File: src/rtl/awgn_pkg.sv
// awgn_pkg: shared widths, FSM state encoding and the input triple payload
// for the Box-Muller output stage.
//   F_W    : width of the UQ3.14 radius f
//   G_W    : width of the Q1.15 cos/sin terms g0/g1
//   OUT_W  : width of the Q4.12 output sample
//   PROD_W : width of the signed 18x16 product (Q4.29)
//   SHIFT  : right shift taking Q4.29 down to Q4.12
package awgn_pkg;

  localparam int unsigned F_W    = 17;
  localparam int unsigned G_W    = 16;
  localparam int unsigned OUT_W  = 16;
  localparam int unsigned PROD_W = 34;
  localparam int unsigned SHIFT  = 17;

  // f zero-extended by one bit so it can enter a signed multiply
  localparam int unsigned FX_W   = F_W + 1;

  // Output-stage FSM states
  typedef enum logic [1:0] {
    EMPTY = 2'd0,
    CALC  = 2'd1,
    SEND0 = 2'd2,
    SEND1 = 2'd3
  } bm_state_e;

  // Registered upstream triple; g0/g1 are Q1.15 two's complement
  typedef struct packed {
    logic [F_W-1:0] f;
    logic [G_W-1:0] g0;
    logic [G_W-1:0] g1;
  } bm_triple_t;

endpackage

File: src/rtl/bm_output_stage_if.sv
// bm_output_stage_if: upstream triple handshake plus downstream sample
// handshake of the Box-Muller output stage.
//   in_valid/in_ready  : triple handshake (f, g0, g1)
//   out_valid/out_ready: sample handshake (out_data, out_idx)
// Modports:
//   master : the environment (drives the triple, consumes samples)
//   slave  : the output stage
interface bm_output_stage_if;
  import awgn_pkg::*;

  logic             in_valid;
  logic             in_ready;
  logic [F_W-1:0]   f;
  logic [G_W-1:0]   g0;
  logic [G_W-1:0]   g1;
  logic             out_valid;
  logic             out_ready;
  logic [OUT_W-1:0] out_data;
  logic             out_idx;

  modport master (
    output in_valid, f, g0, g1, out_ready,
    input  in_ready, out_valid, out_data, out_idx
  );

  modport slave (
    input  in_valid, f, g0, g1, out_ready,
    output in_ready, out_valid, out_data, out_idx
  );

endinterface

File: src/rtl/bm_scale_mul.sv
// bm_scale_mul: scales a Q1.15 trig term by the UQ3.14 radius and reduces
// the Q4.29 product to a Q4.12 sample. Purely combinational.
// Build option: define AWGN_ROUND_EN for round-half-up, otherwise floor.
// Ports:
//   f   : in,  F_W unsigned UQ3.14 radius
//   g   : in,  G_W signed Q1.15 cos or sin
//   x_c : out, OUT_W signed Q4.12 product (combinational)
module bm_scale_mul
  import awgn_pkg::*;
(
  input  logic [F_W-1:0]          f,
  input  logic signed [G_W-1:0]   g,
  output logic signed [OUT_W-1:0] x_c
);

  logic signed [FX_W-1:0]   f_s;
  logic signed [PROD_W-1:0] prod;
  logic signed [PROD_W-1:0] prod_r;

  // Radius is unsigned: a zero sign bit keeps it positive in the signed product
  assign f_s  = {1'b0, f};
  assign prod = PROD_W'(f_s) * PROD_W'(g);

`ifdef AWGN_ROUND_EN
  // Half an output LSB added before the shift gives round-half-up
  assign prod_r = prod + $signed(PROD_W'(2 ** (SHIFT - 1)));
`else
  assign prod_r = prod;
`endif

  // Every radius/trig combination lands inside Q4.12, so no saturation
  assign x_c = OUT_W'(prod_r >>> SHIFT);

endmodule

File: src/rtl/bm_output_stage.sv
// bm_output_stage: accepts one (f, g0, g1) triple, computes x0 = f*g0 and
// x1 = f*g1 in Q4.12, and emits them as two samples (idx 0 then idx 1).
// Build option: AWGN_ROUND_EN selects rounding in bm_scale_mul.
// Ports:
//   clk : rising-edge clock
//   rst : synchronous active-high reset
//   bus : bm_output_stage_if.slave
//         in_valid/in_ready/f/g0/g1          upstream triple
//         out_valid/out_ready/out_data/out_idx downstream samples
// in_ready is combinational: in SEND1 it follows out_ready so a new triple
// can be taken in the same cycle the last sample leaves.
module bm_output_stage
  import awgn_pkg::*;
(
  input  logic               clk,
  input  logic               rst,
  bm_output_stage_if.slave   bus
);

  bm_state_e              state_q, state_d;
  bm_triple_t             trip_q,  trip_d;
  logic [OUT_W-1:0]       x1_q,    x1_d;
  logic [OUT_W-1:0]       out_data_q, out_data_d;
  logic                   out_valid_q, out_valid_d;
  logic                   out_idx_q,   out_idx_d;
  logic                   in_ready_c;
  logic signed [OUT_W-1:0] x0_c;
  logic signed [OUT_W-1:0] x1_c;
  bm_triple_t             in_trip_c;

  assign in_trip_c = '{f: bus.f, g0: bus.g0, g1: bus.g1};

  // Two scalers, one per trig term, fed from the registered triple
  bm_scale_mul u_mul_x0 (
    .f   (trip_q.f),
    .g   ($signed(trip_q.g0)),
    .x_c (x0_c)
  );

  bm_scale_mul u_mul_x1 (
    .f   (trip_q.f),
    .g   ($signed(trip_q.g1)),
    .x_c (x1_c)
  );

  // State register
  always_ff @(posedge clk) begin
    if (rst) begin
      state_q <= EMPTY;
    end else begin
      state_q <= state_d;
    end
  end

  // Datapath and output registers
  always_ff @(posedge clk) begin
    if (rst) begin
      trip_q      <= '0;
      x1_q        <= '0;
      out_data_q  <= '0;
      out_valid_q <= 1'b0;
      out_idx_q   <= 1'b0;
    end else begin
      trip_q      <= trip_d;
      x1_q        <= x1_d;
      out_data_q  <= out_data_d;
      out_valid_q <= out_valid_d;
      out_idx_q   <= out_idx_d;
    end
  end

  // Next-state, next-output and handshake decode
  always_comb begin
    state_d     = state_q;
    trip_d      = trip_q;
    x1_d        = x1_q;
    out_data_d  = out_data_q;
    out_valid_d = out_valid_q;
    out_idx_d   = out_idx_q;
    in_ready_c  = 1'b0;

    unique case (state_q)
      EMPTY: begin
        in_ready_c = 1'b1;
        if (bus.in_valid) begin
          trip_d  = in_trip_c;
          state_d = CALC;
        end
      end

      CALC: begin
        // out_data doubles as the x0 register; x1 waits in x1_q
        out_data_d  = OUT_W'(x0_c);
        x1_d        = OUT_W'(x1_c);
        out_valid_d = 1'b1;
        out_idx_d   = 1'b0;
        state_d     = SEND0;
      end

      SEND0: begin
        if (bus.out_ready) begin
          out_data_d = x1_q;
          out_idx_d  = 1'b1;
          state_d    = SEND1;
        end
      end

      SEND1: begin
        in_ready_c = bus.out_ready;
        if (bus.out_ready) begin
          out_valid_d = 1'b0;
          out_idx_d   = 1'b0;
          if (bus.in_valid) begin
            trip_d  = in_trip_c;
            state_d = CALC;
          end else begin
            state_d = EMPTY;
          end
        end
      end

      default: begin
        state_d = EMPTY;
      end
    endcase
  end

  assign bus.in_ready  = in_ready_c;
  assign bus.out_valid = out_valid_q;
  assign bus.out_data  = out_data_q;
  assign bus.out_idx   = out_idx_q;

endmodule

File: src/flat_wrapper.sv
// flat-port wrapper written by rule: the top's interface ports become plain ports
module bm_output_stage_flat import awgn_pkg::*;
  (clk, rst, bus_in_valid, bus_f, bus_g0, bus_g1, bus_out_ready, bus_in_ready, bus_out_valid, bus_out_data, bus_out_idx);
  bm_output_stage_if bus_i ();
  input  logic clk;
  input  logic rst;
  input wire logic [$bits(bus_i.in_valid)-1:0] bus_in_valid;
  input wire logic [$bits(bus_i.f)-1:0] bus_f;
  input wire logic [$bits(bus_i.g0)-1:0] bus_g0;
  input wire logic [$bits(bus_i.g1)-1:0] bus_g1;
  input wire logic [$bits(bus_i.out_ready)-1:0] bus_out_ready;
  output wire logic [$bits(bus_i.in_ready)-1:0] bus_in_ready;
  output wire logic [$bits(bus_i.out_valid)-1:0] bus_out_valid;
  output wire logic [$bits(bus_i.out_data)-1:0] bus_out_data;
  output wire logic [$bits(bus_i.out_idx)-1:0] bus_out_idx;
  assign bus_i.in_valid = bus_in_valid;
  assign bus_i.f = bus_f;
  assign bus_i.g0 = bus_g0;
  assign bus_i.g1 = bus_g1;
  assign bus_i.out_ready = bus_out_ready;
  assign bus_in_ready = bus_i.in_ready;
  assign bus_out_valid = bus_i.out_valid;
  assign bus_out_data = bus_i.out_data;
  assign bus_out_idx = bus_i.out_idx;
  bm_output_stage u_core (.clk(clk), .rst(rst), .bus(bus_i));
endmodule
File: config.mk
export PLATFORM = sky130hd
export DESIGN_NAME = bm_output_stage_flat
export DESIGN_NICKNAME = d
export VERILOG_FILES = /design/src/rtl/awgn_pkg.sv /design/src/rtl/bm_output_stage_if.sv /design/src/rtl/bm_scale_mul.sv /design/src/rtl/bm_output_stage.sv /design/src/flat_wrapper.sv
export SDC_FILE = /design/constraint.sdc
export NUM_CORES = 1
export LEC_CHECK = 0
export BUFFER_PORTS_ARGS = -buffer_cell sky130_fd_sc_hd__buf_2
export CELL_PAD_IN_SITES_DETAIL_PLACEMENT = 0
export CELL_PAD_IN_SITES_GLOBAL_PLACEMENT = 1
export CORE_MARGIN = 5
export CORE_UTILIZATION = 51
export CTS_CLUSTER_SIZE = 30
export DETAILED_ROUTE_END_ITERATION = 16
export PLACE_DENSITY_LB_ADDON = 0.08
export SYNTH_ARGS = -nofsm -noshare
export SYNTH_HDL_FRONTEND = slang
export SYNTH_SLANG_ARGS = --single-unit
File: constraint.sdc
create_clock -name clk -period 8.8 [get_ports clk]
set_clock_uncertainty 0.15 [all_clocks]
set_input_delay 1.76 -clock clk [delete_from_list [all_inputs] [get_ports clk]]
set_output_delay 1.76 -clock clk [all_outputs]
set_load 0.03 [all_outputs]
---- Word level (Yosys, flattened, before mapping) ----
Cells that the tools add are included.
storage, ports and cells
  flip-flop bits (word level) ............. 85
  input port bits ......................... 53
  output and inout bits ................... 19
  logic and storage cells ................. 41
operators by class
  multipliers ............................. 2
  equality and inequality tests ........... 6
  multiplexer cells ....................... 15
  reduce and logical (&&, ||, !) cells .... 10
operator list
  operator                                             count
  two-way mux 49 bit                                   2
  one-hot mux 49 bit (2 select lines)                  1
  multiplier 18 x 16 -> 33 bit                         2
  one-hot mux 16 bit (2 select lines)                  1
  two-way mux 16 bit                                   1
  one-hot mux 2 bit (4 select lines)                   1
  two-way mux 2 bit                                    3
  inequality test 2 bit, second input constant         3
  AND reduction 2 bit                                  3
  AND reduction 3 bit                                  2
  nonzero test 2 bit                                   3
  equality test 2 bit, second input constant           2
  one-hot mux 1 bit (2 select lines)                   2
  two-way mux 1 bit                                    3
  one-hot mux 1 bit (3 select lines)                   1
  nonzero test 3 bit                                   1
  equality test 2 x 1 -> 1 bit, second input constant  1
  zero test 2 bit                                      1

---- Depth between registers and ports, before layout ----
  depth after elaboration ................. 3
  depth in mapped cells ................... 25
  gate-level depth less buffers ........... 23

---- Cells and area by module ----
A second synthesis with hierarchy kept.
unflattened totals
  cell total of the unflattened synthesis .. 2,431
  area total of the unflattened synthesis .. 21,800.9 sq um
by module, submodules not included
  module                          instances  cells an instance  area an instance (sq um)  seq. area each (sq um)
  bm_scale_mul (u_core.u_mul_x0)  1          1,063              9,173.8                   0.0
  bm_scale_mul (u_core.u_mul_x1)  1          1,000              8,864.8                   0.0
  bm_output_stage                 1          368                3,762.4                   1,701.6

---- Least setup slack after synthesis ----
OpenSTA, ideal clock, no wires.
  kind .................................... reg2reg
  start ................................... register u_core.trip_q[7] (netlist bit)
  end ..................................... register u_core.x1_q[13]
  setup time .............................. 0.095 ns
  arrival time ............................ 6.030 ns
  required time ........................... 8.555 ns
  path slack .............................. 2.524 ns
  stages on the path, launching flop included .. 25
  buffers on the path ..................... 2
  period minus slack after synthesis ...... 6.276 ns
  cell sequence ........................... dfxtp_1 -> clkbuf_1 -> clkbuf_1 -> nand2_1 -> fa_1 -> inv_1 -> fa_1 -> inv_1 -> fa_1 -> inv_1 -> fa_1 -> fa_1 -> inv_1 -> fa_1 -> inv_1 -> ha_1 -> a21o_1 -> o21bai_1 -> a221oi_2 -> o21ai_2 -> a31oi_4 -> nor2_2 -> or3_1 -> a211o_1 -> o311ai_1
between the ends
  longest elaborated chain between the ends .. 1
ends and longest elaborated chain
  what                          RTL line               RTL
  start: declaration            bm_output_stage.sv:21  bm_triple_t trip_q, trip_d;
  start signal: assignment      bm_output_stage.sv:64  trip_q <= trip_d;
  multiplier 18 x 16 -> 33 bit  bm_scale_mul.sv:22     assign prod = PROD_W'(f_s) * PROD_W'(g);
  end signal: assignment        bm_output_stage.sv:59  x1_q <= '0;
  end signal: assignment        bm_output_stage.sv:65  x1_q <= x1_d;
  end: declaration              bm_output_stage.sv:22  logic [OUT_W-1:0] x1_q, x1_d;
No other way between the ends.
A chain may end at the register's enable or synchronous reset.

---- Final worst setup path ----
  start ................................... register u_core.trip_q[43] (netlist bit)
  end ..................................... register u_core.x1_q[13]
The elaborated chain is that of the path after synthesis.

==> impl_summary.txt <==
----------------------------------------------------
[CTS]
  Source-to-sink clock delay at the later pin of the worst-skew pair ... ~390 ps
  Maximum clock insertion buffer count ... 2
  Setup repair bufs after CTS ... 0
  TritonCTS clock tree ... yes
  Clk sink count ... 85
  Clock slew at the register clock pins of the worst setup and hold paths ... roughly 80 ps
  # H-tree levels ... 3
  Count of instances resized after the clock tree is built ... 0
  Number of buffers created by CTS ... 9
  Number of buffers inserted for hold repair after clock tree synthesis ... 0
  Library cell used as clock root buffer ... sky130_fd_sc_hd__clkbuf_16

[Detailed routing]
  Total via count in the routed design ... between 15000 and 20000
  Remaining antenna violation count ... 0
  Drt initial violations ... between 800 and 900
  Wire per inst ... between 15 and 20 um
  Vias per Instance ... between 5 and 6
  Routed WL ... 54.70 mm
  Residual DRC ... 0
  First-pass iteration count of the detailed router ... 5

[Run]
  Maximum capacitance violations ... 0

[Die]
  Die Width ... approximately 210 um
  Die height ... between 200 and 250 um
  Row count ... 74
  Total Die Area ... between 40000 and 50000 um^2
  Starting density of the core ... 0.5152
  Core Area ... a little over 40000 um^2
  Count of pins on the block boundary ... 72

[Synth]
  Synthesized area per cell ... just under 9 um^2
  Flip-flop cell with the highest count after synthesis ... sky130_fd_sc_hd__dfxtp_1
  Share of synthesized area occupied by flip-flops and latches ... 0.08107
  Net count after synthesis ... between 3000 and 4000
  Netlist cell types ... 62
  FF+latch count, synth ... 85
  Yosys Warn Count ... 0
  FFs w/ async S/R, synth ... 0
  Post-synthesis cell area ... approximately 21000 um^2
  Number of synthesized flops with an enable pin ... 0
  Syn Inst Count ... ~2400

[Place]
  Placer congestion estimate ... 0.9028
  Number of I/O port buffers ... 71
  Placed Cells incl. Taps ... 2933
  HPWL after DPL ... 42.77 mm

[Pwr]
  Total power per unit cell area ... around 150 nW/um^2
  Leakage power ... about 0.011 uW
  Peak supply drop ... ~0.00034 V

[Worst setup path]
  Required time at the worst-slack endpoint ... about 9000 ps
  Launching element type of the critical path ... register
  R2R depth ... 20
  Worst-path maximum fanout ... 21
  Startpoint-to-endpoint class of the critical path ... register to register
  Arrival time at the worst endpoint ... slightly above 7000 ps
  Endpoint type of the worst setup path ... register

[Layout]
  Most frequent cells in the layout ... sky130_fd_sc_hd__inv_1, sky130_fd_sc_hd__fa_1, sky130_fd_sc_hd__nand2_1
  Final cell count without fillers ... roughly 2900
  Share of cells above drive strength 1 ... 0.05461
  Most common library cell in the layout ignoring fill and taps ... sky130_fd_sc_hd__inv_1
  Final core occ ... 0.5420
  Antenna cells ... 0
  Area growth syn-to-layout ... 5.210%
  Nets ... 3115

[Global route]
  Grt met1 use ... 0.3438
  Met3 usage in global routing ... 0.03247
  Number of global-route vias before repair ... 16690
  Initial antenna violation count ... 0
  Busiest layer in global routing ... met2
  Pin count of the biggest net entering global routing ... 57
  Total GRT Usage ... 0.2534
  First-pass GRT wire length ... around 90 mm
  Residual overflow from global routing ... 0
  Global-route met2 utilization ... 0.4388

[Timing]
  Final setup violation count ... 0
  Setup total negative slack ... 0 ps
  Highest attainable clock frequency ... 140.3 MHz
  Final number of max-transition violations ... 0
  Setup repair after global routing missed its margin ... false
  Final period demand of the worst path ... between 7000 and 8000 ps
  Slew at the pin closest to its max-slew limit ... about 1200 ps
  Max-slew headroom ... 0.1949
  Number of hold violations in the final report ... 0
  Tcrit/Tclk final ... 0.8100

[Status]
  Result of the run ... complete, no violations

[Min path]
  Number of cells on the worst hold path ... 2
  Worst hold path type ... register to register

----------------------------------------------------
report_power, final:
part	internal, uW	switching, uW	total [uW]	leakage (uW)
clock network	265	192	457	0.000166
registers	482	348	830	0.000697
logic	794	1320	2110	0.0105
synth_stat cells (3+ instances only):
cell type                  count  share of area
sky130_fd_sc_hd__o211ai_1      8         0.0029
sky130_fd_sc_hd__and3_1        7         0.0021
sky130_fd_sc_hd__a21oi_1     103          0.025
sky130_fd_sc_hd__dfxtp_1      85          0.081
sky130_fd_sc_hd__nand3b_1      6         0.0021
sky130_fd_sc_hd__fa_1        414           0.39
sky130_fd_sc_hd__o21ai_1       4        0.00095
sky130_fd_sc_hd__nor3_1        4        0.00095
sky130_fd_sc_hd__o21bai_1      5         0.0018
sky130_fd_sc_hd__nor2b_1       6         0.0018
sky130_fd_sc_hd__a21o_1       24         0.0086
sky130_fd_sc_hd__ha_1        236           0.14
sky130_fd_sc_hd__nand2b_1     25         0.0075
sky130_fd_sc_hd__nand4_1      10         0.0030
sky130_fd_sc_hd__nor3b_1       5         0.0018
sky130_fd_sc_hd__xor2_1       12         0.0050
sky130_fd_sc_hd__xnor2_1      21         0.0088
sky130_fd_sc_hd__nand2_1     388          0.069
sky130_fd_sc_hd__clkbuf_1    119          0.021
sky130_fd_sc_hd__and4_1        3         0.0013
sky130_fd_sc_hd__o22ai_1       9         0.0027
sky130_fd_sc_hd__and2_1      249          0.074
sky130_fd_sc_hd__a211oi_1     11         0.0039
sky130_fd_sc_hd__mux2i_1      11         0.0052
sky130_fd_sc_hd__nand3_1      14         0.0033
sky130_fd_sc_hd__a31oi_1       4         0.0012
sky130_fd_sc_hd__nor2_1       47         0.0084
sky130_fd_sc_hd__o21a_1        5         0.0018
sky130_fd_sc_hd__o21ai_0      29         0.0069
sky130_fd_sc_hd__inv_1       518          0.093
worst paths after layout:
check,from,to,slack (ps)
max reg2reg,u_core.trip_q[43],u_core.x1_q[13],1670
min,u_core.bus.out_data[4],u_core.bus.out_data[4],340
max,u_core.trip_q[43],u_core.x1_q[13],1670
min reg2reg,u_core.bus.out_data[4],u_core.bus.out_data[4],340
sequential cells by signal (all words and copies together) (netlist names):
name                  flops
u_core.bus.out_valid      1
u_core.x1_q              16
u_core.bus.out_idx        1
u_core.bus.out_data      16
u_core.state_q            2
u_core.trip_q            49
critical path, stage by stage (launching register included):
cell and delay (ps):
sky130_fd_sc_hd__dfxtp_1 930, sky130_fd_sc_hd__buf_4 370, sky130_fd_sc_hd__nand2_1 110, sky130_fd_sc_hd__fa_1 530
sky130_fd_sc_hd__fa_1 520, sky130_fd_sc_hd__inv_1 50, sky130_fd_sc_hd__fa_1 580, sky130_fd_sc_hd__fa_1 440
sky130_fd_sc_hd__fa_1 490, sky130_fd_sc_hd__inv_1 50, sky130_fd_sc_hd__fa_1 470, sky130_fd_sc_hd__inv_1 40
sky130_fd_sc_hd__ha_1 410, sky130_fd_sc_hd__and4_1 280, sky130_fd_sc_hd__a221oi_2 290, sky130_fd_sc_hd__o21ai_2 200
sky130_fd_sc_hd__a31oi_4 270, sky130_fd_sc_hd__nor2_2 70, sky130_fd_sc_hd__or3_1 370, sky130_fd_sc_hd__a211o_1 300
sky130_fd_sc_hd__o311ai_1 70
logic make-up (layout without fill, tap and decap cells):
| kind of cell | after synthesis | after routing | synth area share |
|---|---|---|---|
| compound gates | 235 | 235 | 0.07058 |
| xor+xnor | 33 | 33 | 0.01377 |
| fa+ha+maj | 650 | 650 | 0.5356 |
| buf+inv | 643 | 631 | 0.1152 |
| flops | 85 | 85 | 0.08107 |
| mux | 11 | 11 | 0.005246 |
| simple gates | 772 | 772 | 0.1785 |
metal layers:
layer / wire length [um] / vias to the layer above
met3: 2466 / 59
met1: 24130 / 7959
met4: 963 / 0
li1: - / 7276
met2: 27130 / 354
met5: 0 / -
cell type report:
type                            count  area [um^2]
Clock buffer                       11        252.7
Clock inverter                      5        82.58
Fill cell                        3913        18660
Inverter                          520         1952
Multi-Input combinational cell   1701        16870
Sequential cell                    85         1707
Tap cell                          532        665.6
Timing Repair Buffer               95        550.5
stage by stage:
step / power (uW) / instance area (um^2) / hold slack, ps / setup slack [ps]
6_report: 3399 / 22080 / 339.2 / 1672
5_1_grt: 3725 / 22080 / 366.8 / 1244
4_1_cts: 3437 / 22080 / 338.8 / 1705
3_5_place_dp: 2955 / 21750 / 323.0 / 1771
3_3_place_gp: 2931 / 21750 / 324.3 / 1832
2_1_floorplan: 2191 / 20990 / 290.9 / 2524
Power figures use the tool's default switching activity.
